`config.mk`:
```
export PLATFORM = sky130hd
export DESIGN_NAME = apb_master_bridge_flat
export DESIGN_NICKNAME = d
export VERILOG_FILES = /design/src/rtl/apb_master_bridge_pkg.sv /design/src/rtl/apb_master_bridge_if.sv /design/src/rtl/apb_master_bridge_watchdog.sv /design/src/rtl/apb_master_bridge.sv /design/src/flat_wrapper.sv
export SDC_FILE = /design/constraint.sdc
export NUM_CORES = 1
export LEC_CHECK = 0
export CAP_MARGIN = 5
export CELL_PAD_IN_SITES_DETAIL_PLACEMENT = 0
export CELL_PAD_IN_SITES_GLOBAL_PLACEMENT = 1
export CORE_ASPECT_RATIO = 0.9
export CORE_UTILIZATION = 32
export CTS_CLUSTER_DIAMETER = 40
export DETAILED_ROUTE_END_ITERATION = 6
export PLACE_DENSITY_LB_ADDON = 0.1
export SLEW_MARGIN = 20
export SYNTH_ARGS = -nofsm -noshare
export SYNTH_HDL_FRONTEND = slang
export SYNTH_SLANG_ARGS = --single-unit
```
`constraint.sdc`:
```
create_clock -name pclk -period 5.1 [get_ports pclk]
set_input_delay 1.02 -clock pclk [delete_from_list [all_inputs] [get_ports pclk]]
set_output_delay 1.02 -clock pclk [all_outputs]
set_load 0.02 [all_outputs]
```
`src/rtl/apb_master_bridge_pkg.sv`:
```
// Shared types and default widths for the APB requester bridge.
// No logic of its own; imported by the RTL and the bench.
package apb_master_bridge_pkg;

    localparam int APB_ADDR_W  = 32;
    localparam int APB_DATA_W  = 32;
    localparam int APB_TIMEOUT = 16;

    typedef enum logic [1:0] {
        IDLE   = 2'd0,
        SETUP  = 2'd1,
        ACCESS = 2'd2,
        RESP   = 2'd3
    } state_t;

    typedef struct packed {
        logic                  write;
        logic [APB_ADDR_W-1:0] addr;
        logic [APB_DATA_W-1:0] wdata;
    } cmd_t;

    typedef struct packed {
        logic [APB_DATA_W-1:0] rdata;
        logic                  err;
        logic                  tmo;
    } rsp_t;

    // Counter width able to hold 0..limit
    function automatic int cnt_width(input int limit);
        return (limit < 2) ? 1 : $clog2(limit + 1);
    endfunction

endpackage

```
`src/rtl/apb_master_bridge_if.sv`:
```
// Command/response stream and APB bus bundles.
// master drives the request side of each bundle, slave answers it.
interface apb_master_bridge_if #(
    parameter int ADDR_W = 32,
    parameter int DATA_W = 32
);
    logic              cmd_valid;
    logic              cmd_ready;
    logic              cmd_write;
    logic [ADDR_W-1:0] cmd_addr;
    logic [DATA_W-1:0] cmd_wdata;
    logic              rsp_valid;
    logic              rsp_ready;
    logic [DATA_W-1:0] rsp_rdata;
    logic              rsp_err;
    logic              rsp_tmo;

    modport master (
        output cmd_valid, cmd_write, cmd_addr, cmd_wdata, rsp_ready,
        input  cmd_ready, rsp_valid, rsp_rdata, rsp_err, rsp_tmo
    );
    modport slave (
        input  cmd_valid, cmd_write, cmd_addr, cmd_wdata, rsp_ready,
        output cmd_ready, rsp_valid, rsp_rdata, rsp_err, rsp_tmo
    );
endinterface

interface apb_bus_if #(
    parameter int ADDR_W = 32,
    parameter int DATA_W = 32
);
    logic              psel;
    logic              penable;
    logic              pwrite;
    logic [ADDR_W-1:0] paddr;
    logic [DATA_W-1:0] pwdata;
    logic [DATA_W-1:0] prdata;
    logic              pready;
    logic              pslverr;

    modport master (
        output psel, penable, pwrite, paddr, pwdata,
        input  prdata, pready, pslverr
    );
    modport slave (
        input  psel, penable, pwrite, paddr, pwdata,
        output prdata, pready, pslverr
    );
endinterface

```
`src/rtl/apb_master_bridge_watchdog.sv`:
```
// ACCESS-phase watchdog: counts enabled cycles, o_expired is combinational on the
// TIMEOUT-th enabled cycle; no backpressure, clear has priority over enable.
module apb_watchdog
    import apb_master_bridge_pkg::*;
#(
    parameter int TIMEOUT = 16
) (
    input  logic pclk,
    input  logic preset,
    input  logic i_clear,
    input  logic i_enable,
    output logic o_expired
);
    localparam int CW = cnt_width(TIMEOUT);

    logic [CW-1:0] r_cnt;
    logic          w_at_limit;

    assign w_at_limit = (r_cnt == CW'(TIMEOUT - 1));
    assign o_expired  = i_enable && w_at_limit;

    always_ff @(posedge pclk or posedge preset) begin
        if (preset) begin
            r_cnt <= '0;
        end else if (i_clear) begin
            r_cnt <= '0;
        end else if (i_enable && !w_at_limit) begin
            r_cnt <= r_cnt + 1'b1;
        end
    end
endmodule

```
`src/rtl/apb_master_bridge.sv`:
```
// Command stream to APB SETUP/ACCESS bridge, one transfer outstanding; response 4 cycles
// after accept with a 1-wait slave. cmd_ready only in IDLE; response held until rsp_ready.
module apb_master_bridge
    import apb_master_bridge_pkg::*;
#(
    parameter int ADDR_W  = APB_ADDR_W,
    parameter int DATA_W  = APB_DATA_W,
    parameter int TIMEOUT = APB_TIMEOUT
) (
    input  logic                pclk,
    input  logic                preset,
    apb_master_bridge_if.slave  req,
    apb_bus_if.master           apb
);
    state_t            r_state;
    state_t            w_state_nxt;
    logic              w_accept;
    logic              w_capture;
    logic              w_abort;
    logic              w_expired;
    logic              w_in_access;

    logic              r_psel;
    logic              r_penable;
    logic              r_pwrite;
    logic [ADDR_W-1:0] r_paddr;
    logic [DATA_W-1:0] r_pwdata;
    logic              r_rsp_valid;
    logic [DATA_W-1:0] r_rsp_rdata;
    logic              r_rsp_err;
    logic              r_rsp_tmo;

    assign w_in_access   = (r_state == ACCESS);
    assign w_accept      = (r_state == IDLE) && req.cmd_valid;
    assign req.cmd_ready = (r_state == IDLE);

    apb_watchdog #(.TIMEOUT(TIMEOUT)) u_wdog (
        .pclk      (pclk),
        .preset    (preset),
        .i_clear   (!w_in_access),
        .i_enable  (w_in_access),
        .o_expired (w_expired)
    );

    always_comb begin
        w_state_nxt = r_state;
        w_capture   = 1'b0;
        w_abort     = 1'b0;
        case (r_state)
            IDLE:    if (req.cmd_valid) w_state_nxt = SETUP;
            SETUP:   w_state_nxt = ACCESS;
            ACCESS: begin
                // A late pready on the final watchdog cycle still completes normally
                if (apb.pready) begin
                    w_capture   = 1'b1;
                    w_state_nxt = RESP;
                end else if (w_expired) begin
                    w_abort     = 1'b1;
                    w_state_nxt = RESP;
                end
            end
            RESP:    if (req.rsp_ready) w_state_nxt = IDLE;
            default: w_state_nxt = IDLE;
        endcase
    end

    always_ff @(posedge pclk or posedge preset) begin
        if (preset) begin
            r_state <= IDLE;
        end else begin
            r_state <= w_state_nxt;
        end
    end

    always_ff @(posedge pclk or posedge preset) begin
        if (preset) begin
            r_psel    <= 1'b0;
            r_penable <= 1'b0;
            r_pwrite  <= 1'b0;
            r_paddr   <= '0;
            r_pwdata  <= '0;
        end else begin
            r_psel    <= (w_state_nxt == SETUP) || (w_state_nxt == ACCESS);
            r_penable <= (w_state_nxt == ACCESS);
            if (w_accept) begin
                r_pwrite <= req.cmd_write;
                r_paddr  <= req.cmd_addr;
                r_pwdata <= req.cmd_wdata;
            end
        end
    end

    always_ff @(posedge pclk or posedge preset) begin
        if (preset) begin
            r_rsp_valid <= 1'b0;
            r_rsp_rdata <= '0;
            r_rsp_err   <= 1'b0;
            r_rsp_tmo   <= 1'b0;
        end else begin
            r_rsp_valid <= (w_state_nxt == RESP);
            if (w_capture) begin
                r_rsp_rdata <= (!r_pwrite && !apb.pslverr) ? apb.prdata : '0;
                r_rsp_err   <= apb.pslverr;
                r_rsp_tmo   <= 1'b0;
            end else if (w_abort) begin
                r_rsp_rdata <= '0;
                r_rsp_err   <= 1'b1;
                r_rsp_tmo   <= 1'b1;
            end
        end
    end

    assign apb.psel      = r_psel;
    assign apb.penable   = r_penable;
    assign apb.pwrite    = r_pwrite;
    assign apb.paddr     = r_paddr;
    assign apb.pwdata    = r_pwdata;
    assign req.rsp_valid = r_rsp_valid;
    assign req.rsp_rdata = r_rsp_rdata;
    assign req.rsp_err   = r_rsp_err;
    assign req.rsp_tmo   = r_rsp_tmo;
endmodule

```
`src/flat_wrapper.sv`:
```
// flat-port wrapper written by rule: the top's interface ports become plain ports
module apb_master_bridge_flat import apb_master_bridge_pkg::*;
#(
    parameter int ADDR_W  = APB_ADDR_W,
    parameter int DATA_W  = APB_DATA_W,
    parameter int TIMEOUT = APB_TIMEOUT
)
  (pclk, preset, req_cmd_valid, req_cmd_write, req_cmd_addr, req_cmd_wdata, req_rsp_ready, req_cmd_ready, req_rsp_valid, req_rsp_rdata, req_rsp_err, req_rsp_tmo, apb_psel, apb_penable, apb_pwrite, apb_paddr, apb_pwdata, apb_prdata, apb_pready, apb_pslverr);
  apb_master_bridge_if #(.ADDR_W(ADDR_W), .DATA_W(DATA_W)) req_i ();
  apb_bus_if #(.ADDR_W(ADDR_W), .DATA_W(DATA_W)) apb_i ();
  input  logic pclk;
  input  logic preset;
  input wire logic [$bits(req_i.cmd_valid)-1:0] req_cmd_valid;
  input wire logic [$bits(req_i.cmd_write)-1:0] req_cmd_write;
  input wire logic [$bits(req_i.cmd_addr)-1:0] req_cmd_addr;
  input wire logic [$bits(req_i.cmd_wdata)-1:0] req_cmd_wdata;
  input wire logic [$bits(req_i.rsp_ready)-1:0] req_rsp_ready;
  output wire logic [$bits(req_i.cmd_ready)-1:0] req_cmd_ready;
  output wire logic [$bits(req_i.rsp_valid)-1:0] req_rsp_valid;
  output wire logic [$bits(req_i.rsp_rdata)-1:0] req_rsp_rdata;
  output wire logic [$bits(req_i.rsp_err)-1:0] req_rsp_err;
  output wire logic [$bits(req_i.rsp_tmo)-1:0] req_rsp_tmo;
  output wire logic [$bits(apb_i.psel)-1:0] apb_psel;
  output wire logic [$bits(apb_i.penable)-1:0] apb_penable;
  output wire logic [$bits(apb_i.pwrite)-1:0] apb_pwrite;
  output wire logic [$bits(apb_i.paddr)-1:0] apb_paddr;
  output wire logic [$bits(apb_i.pwdata)-1:0] apb_pwdata;
  input wire logic [$bits(apb_i.prdata)-1:0] apb_prdata;
  input wire logic [$bits(apb_i.pready)-1:0] apb_pready;
  input wire logic [$bits(apb_i.pslverr)-1:0] apb_pslverr;
  assign req_i.cmd_valid = req_cmd_valid;
  assign req_i.cmd_write = req_cmd_write;
  assign req_i.cmd_addr = req_cmd_addr;
  assign req_i.cmd_wdata = req_cmd_wdata;
  assign req_i.rsp_ready = req_rsp_ready;
  assign req_cmd_ready = req_i.cmd_ready;
  assign req_rsp_valid = req_i.rsp_valid;
  assign req_rsp_rdata = req_i.rsp_rdata;
  assign req_rsp_err = req_i.rsp_err;
  assign req_rsp_tmo = req_i.rsp_tmo;
  assign apb_psel = apb_i.psel;
  assign apb_penable = apb_i.penable;
  assign apb_pwrite = apb_i.pwrite;
  assign apb_paddr = apb_i.paddr;
  assign apb_pwdata = apb_i.pwdata;
  assign apb_i.prdata = apb_prdata;
  assign apb_i.pready = apb_pready;
  assign apb_i.pslverr = apb_pslverr;
  apb_master_bridge #(.ADDR_W(ADDR_W), .DATA_W(DATA_W), .TIMEOUT(TIMEOUT)) u_core (.pclk(pclk), .preset(preset), .req(req_i), .apb(apb_i));
endmodule
```
======== After elaboration in Yosys (flattened, before gate mapping) ========
Index checks and enable logic that the tools add are counted.
cells by class
  $add $sub $neg .......................... 1
  eq/ne operators ......................... 8
  muxes and demuxes ....................... 18
  reduce and logical (&&, ||, !) cells .... 10
operators by type and width
  operator                                                                 number
  32-bit two-way mux                                                       3
  5-bit two-way mux                                                        2
  2-bit equality test, second input constant                               4
  1-bit two-way mux                                                        8
  2-bit two-way mux                                                        4
  2-bit case mux with 4 select lines                                       1
  5-bit by 1-bit adder with 5-bit output, second input constant            1
  5-bit by 4-bit equality test with 1-bit output, second input constant    1
  2-bit by 1-bit equality test with 1-bit output, second input constant    2
  1-bit logical AND                                                        4
  1-bit logical NOT                                                        3
  2-bit logical NOT                                                        1
  2-bit by 1-bit inequality test with 1-bit output, second input constant  1
  2-bit nonzero test                                                       1
  1-bit logical OR                                                         1
storage, ports and cells
  register bits after elaboration ......... 109
  input bits .............................. 103
  output and inout port bits .............. 103
  word-level logic and storage cells ...... 48

======== Logic depth before layout (Yosys ltp) ========
  word-level depth ........................ 7
  gate-level depth with buffers ........... 9
  mapped depth without buffers ............ 7

======== Cells and area by module ========
A second synthesis with hierarchy kept.
second synthesis, totals
  cell total of the unflattened synthesis .. 263
  area total of the unflattened synthesis .. 4272.8 um^2
modules (own cells, without submodules)
  module             instances  cells each  area each (um^2)  sequential area each (um^2)
  apb_master_bridge  1          238         3993.8            2602.5
  apb_watchdog       1          25          279.0             125.1

======== Worst setup path before layout ========
Ideal clock, no wire load.
  path type ............................... register to register
  from .................................... reg u_core.u_wdog.r_cnt[0]
  to ...................................... reg u_core.r_psel, in the netlist u_core.apb.psel
  setup time .............................. 0.063 ns
  arrival ................................. 2.005 ns
  slack ................................... 3.031 ns
  stages on the path, launching flop included .. 10
  buffers on the path ..................... 2
  period minus slack after synthesis ...... 2.069 ns
  cell sequence ........................... dfrtp_1 ha_1 and3_1 ha_1 clkbuf_1 o21ai_2 buf_2 o211a_1 ha_1 inv_1
on the way
  word-level cells in the longest chain between the ends .. 7
RTL lines
  item                                                                                   line                              text
  start, declared                                                                        apb_master_bridge_watchdog.sv:16  logic [CW-1:0] r_cnt;
  start signal, assigned                                                                 apb_master_bridge_watchdog.sv:28  r_cnt <= r_cnt + 1'b1;
  5-bit by 4-bit equality test with 1-bit output *                                       apb_master_bridge_watchdog.sv:19  assign w_at_limit = (r_cnt == CW'(TIMEOUT - 1));
  1-bit logical AND *                                                                    apb_master_bridge_watchdog.sv:20  assign o_expired = i_enable && w_at_limit;
  2-bit two-way mux *                                                                    apb_master_bridge.sv:57           end else if (w_expired) begin
  2-bit two-way mux *                                                                    apb_master_bridge.sv:54           if (apb.pready) begin
  2-bit case mux with 4 select lines *                                                   apb_master_bridge.sv:49           case (r_state)
  2-bit by 1-bit equality test with 1-bit output or 2-bit equality test (tied branches)  apb_master_bridge.sv:83           r_psel <= (w_state_nxt == SETUP) || (w_state_nxt == ACCESS);
  1-bit logical OR *                                                                     apb_master_bridge.sv:83
  end signal, assigned                                                                   apb_master_bridge.sv:83
  end, declared                                                                          apb_master_bridge.sv:23           logic r_psel;
Mark *: on every way between the ends. The rest lies on a longest branch, timed or not.
A chain may end at the register's enable or synchronous reset.

======== Worst setup path after layout ========
  from .................................... reg u_core.r_state[1]
  to ...................................... out req_cmd_ready
on the way
  word-level cells in the longest chain between the ends .. 1
RTL lines
  item                    line                     text
  start, declared         apb_master_bridge.sv:15  state_t r_state;
  start signal, assigned  apb_master_bridge.sv:71  r_state <= w_state_nxt;
  2-bit logical NOT       apb_master_bridge.sv:35  assign req.cmd_ready = (r_state == IDLE);
  end, declared           flat_wrapper.sv:18       output wire logic [$bits(req_i.cmd_ready)-1:0] req_cmd_ready;
No other way between the ends.

==> impl_metrics.csv <==
group,metric,value,unit
pwr,powerDensity,648,nW/um^2
worst_setup_path,r2r-start,"u_core.r_state[1]",
worst_setup_path,required,4.08,ns
timing,setup_viol,0,
timing,fmax,379,MHz
clock_tree,cts_resized,0,
routing,drc,34,
synth,synth_top_family_by_area,"multiplexers",
clock_tree,cts-hold-fix-buffers,0,
floorplan,core_area,13300,um^2
worst_setup_path,crit_arrival,1.62,ns
synth,ys_async_sr_fraction,100,%
synth,yosysWarnings,0,
place,detailed_place_hpwl,7320,um
synth,synth-compound-area-share,7.57,%
clock_tree,cts_max_path_buffers,2,
synth,syn_area,4350,um^2
worst_hold_path,min_path_type,"flip-flop to flip-flop",
clock_tree,post_cts_buffers,0,
timing,finalSetupTns,0,ns
clock_tree,htreeDepth,3,
worst_setup_path,worstSetupPathType,"flip-flop to output port",
clock_tree,cts_buffers,9,
final_layout,fin_util,50.9,%
floorplan,ios,206,
timing,fin_skew,0.00389,ns
final_layout,final_common_cell,"clkdlybuf4s50_1",
final_layout,final_cell_mix,"205 x clkdlybuf4s50_1, 109 x dfrtp_1, 50 x mux2_4",
floorplan,start_util,32.6,%
floorplan,rows,40,
routing,wirelength,10500,um
worst_setup_path,max_stage_delay,0.65,ns
place,placed_area,6500,um^2
global_routing,grtUsageTotal,16.2,%
synth,synth_xor_area_share,0.605,%
final_layout,drive_gt1_share,19.3,%
outcome,failed_checks,"design-rule violations",
place,io_buffers,205,
synth,synthFlopType,"dfrtp_1",
clock_tree,cts_tree,"done",
global_routing,grt_pass1_wl,17200,um
synth,synth_mux_area_share,21.4,%
final_layout,diodes,0,
final_layout,n_fill_cell,1156,
place,gp_congestion,0.725,
clock_tree,clk_pin_slew,0.07,ns
global_routing,antenna_found_initial,0,
timing,slew_headroom,55.9,%
timing,slew_viol_final,0,
job,maxCapViolCount,0,
floorplan,fp.dieW,125,um
synth,synth-simple-area-share,2.45,%
global_routing,grt_max_degree,48,
worst_setup_path,reg2reg_to,"u_core.apb.pwdata[23]",
floorplan,die_area,14100,um^2
timing,fin_crit_sh,51.8,%
final_layout,fin_nets,573,
worst_setup_path,path_delay_family,"buffers and inverters",
worst_setup_path,reg2regPathDepth,4,
global_routing,grt_pass1_vias,3040,
synth,ys_types,28,
timing,rsz0062_at_grt,"no",
routing,first_pass_iters,6,
synth,syn_avg_cell_area,16.8,um^2
timing,worstMarginPinSlew,0.661,ns
worst_setup_path,end_kind,"output port",
pwr,p_leak,2.95,nW
clock_tree,clk_latency,0.35,ns
final_layout,final_cell_area,6780,um^2
final_layout,syn_to_final_growth,55.9,%
worst_setup_path,ff2ff_setup_slack,3.00,ns
outcome,outcome,"finished, violations left",
pwr,vdd_ir_drop_max,298,uV
routing,vias,2888,
worst_hold_path,min_from,"u_core.req.rsp_rdata[11]",
routing,vias_per_cell,4.52,
worst_setup_path,critPathMaxFanout,6,
clock_tree,cts_root_buf,"clkbuf_16",
synth,synth-edff-count,0,
synth,synth_cells,258,
worst_setup_path,crit_chain,"nor2_2, clkdlybuf4s50_1",
worst_hold_path,min_path_cells,1,
timing,finalHoldViolCount,0,
routing,wire_per_inst,16.4,um
synth,synth-seq-cells,109,
worst_setup_path,crit_path_start_kind,"flip-flop",
floorplan,die_h,113,um
routing,drt_iter0_markers,162,
routing,final_antenna_net_count,0,
clock_tree,cts.sink_count,109,
worst_setup_path,critPathSlowestCell,"clkdlybuf4s50_1",
worst_hold_path,holdPathEnd,"u_core.req.rsp_rdata[11]",
global_routing,grt_overflow_total,0,
timing,finalCriticalPeriod,2.64,ns
synth,synthAdderAreaFrac,1.15,%
worst_setup_path,worst-path-buf-inv,1,
synth,syn_nets,365,
synth,ys_seq_area_share,62.8,%
## area by class of cell
| class | instances | area, um^2 | share of cell area (%) |
|---|---|---|---|
| Sequential cell | 109 | 2730 | 40.3 |
| Multi-Input combinational cell | 131 | 1440 | 21.3 |
| Clock inverter | 4 | 22.5 | 0.332 |
| Timing Repair Buffer | 211 | 2100 | 31.0 |
| Clock buffer | 12 | 256 | 3.79 |
| Inverter | 4 | 17.5 | 0.259 |
| Tap cell | 168 | 210 | 3.10 |
## kinds of logic (layout without fill, tap and decap cells)
kind of cell	after synthesis	after routing
flops	109	109
mux	66	66
compound gates	39	39
xor+xnor	3	3
simple gates	19	19
buf+inv	18	231
fa+ha+maj	4	4
## worst max path at each step
| stage | start | to | slack, ns | depth (start not counted) |
|---|---|---|---|---|
| after floorplan | preset | u_core.apb.paddr[0] | 1.21 | 1 |
| after global placement | req_cmd_valid | u_core.apb.paddr[15] | 2.14 | 4 |
| after detailed placement | req_cmd_valid | u_core.apb.pwdata[23] | 2.09 | 4 |
| after CTS | u_core.r_state[1] | req_cmd_ready | 2.43 | 2 |
| after global routing | u_core.r_state[1] | req_cmd_ready | 2.36 | 2 |
| final | u_core.r_state[1] | req_cmd_ready | 2.46 | 2 |
## cell usage after synthesis, types with 2 or more instances
cell type    n  share of area (%)
dfrtp_1    109                 63
mux2_4      50                 17
a22o_1      32                6.4
mux2_2      15                3.9
nor2_1       8               0.69
buf_12       6                2.8
buf_2        6               0.69
ha_1         4                1.2
inv_1        4               0.35
a21oi_1      3               0.35
and3_1       2               0.29
nand2_1      2               0.17
xor2_1       2               0.40
## where the power goes
| part | total, W | internal [W] | leakage, nW | switching (W) |
|---|---|---|---|---|
| Clock | 0.000671 | 0.000356 | 0.138 | 0.000315 |
| Sequential | 0.00152 | 0.00128 | 1.36 | 0.000237 |
| Combinational | 0.00220 | 0.00123 | 1.46 | 0.000970 |
| Total | 0.00439 | 0.00287 | 2.95 | 0.00152 |
## sequential cells by signal, indices dropped and copies added, names as in the netlist
signal	flops
u_core.req.rsp_err	1
u_core.req.rsp_tmo	1
u_core.req.rsp_valid	1
u_core.req.rsp_rdata	32
u_core.apb.pwdata	32
u_core.r_state	2
u_core.u_wdog.r_cnt	5
u_core.apb.paddr	32
u_core.apb.penable	1
u_core.apb.pwrite	1
u_core.apb.psel	1
## stage by stage
stage               setup WS, ns  cells  total power (W)  hold WS, ns
global placement            2.14    623          0.00372        0.487
CTS                         2.43    639          0.00445        0.511
finish                      2.46    639          0.00439        0.506
floorplan                   1.21    258          0.00273        0.484
detailed placement          2.09    623          0.00374        0.491
global route                2.36    639          0.00464        0.522
## worst register-to-register path, cell delays in order (launching register included)
cell     delay, ns
dfrtp_1       0.43
nor2_2        0.19
and2_4        0.56
buf_4         0.45
mux2_4        0.35
## layer usage
metal,wire [um],GRT usage (%),share of wire (%),vias to the layer above
li1,-,-,-,1334
met1,4750,21.1,45,1407
met5,0,0,0,-
met4,114,4.47,1.1,0
met2,4440,23.2,42,137
met3,1170,8.67,11,10
(Power assumes the default switching activity.)
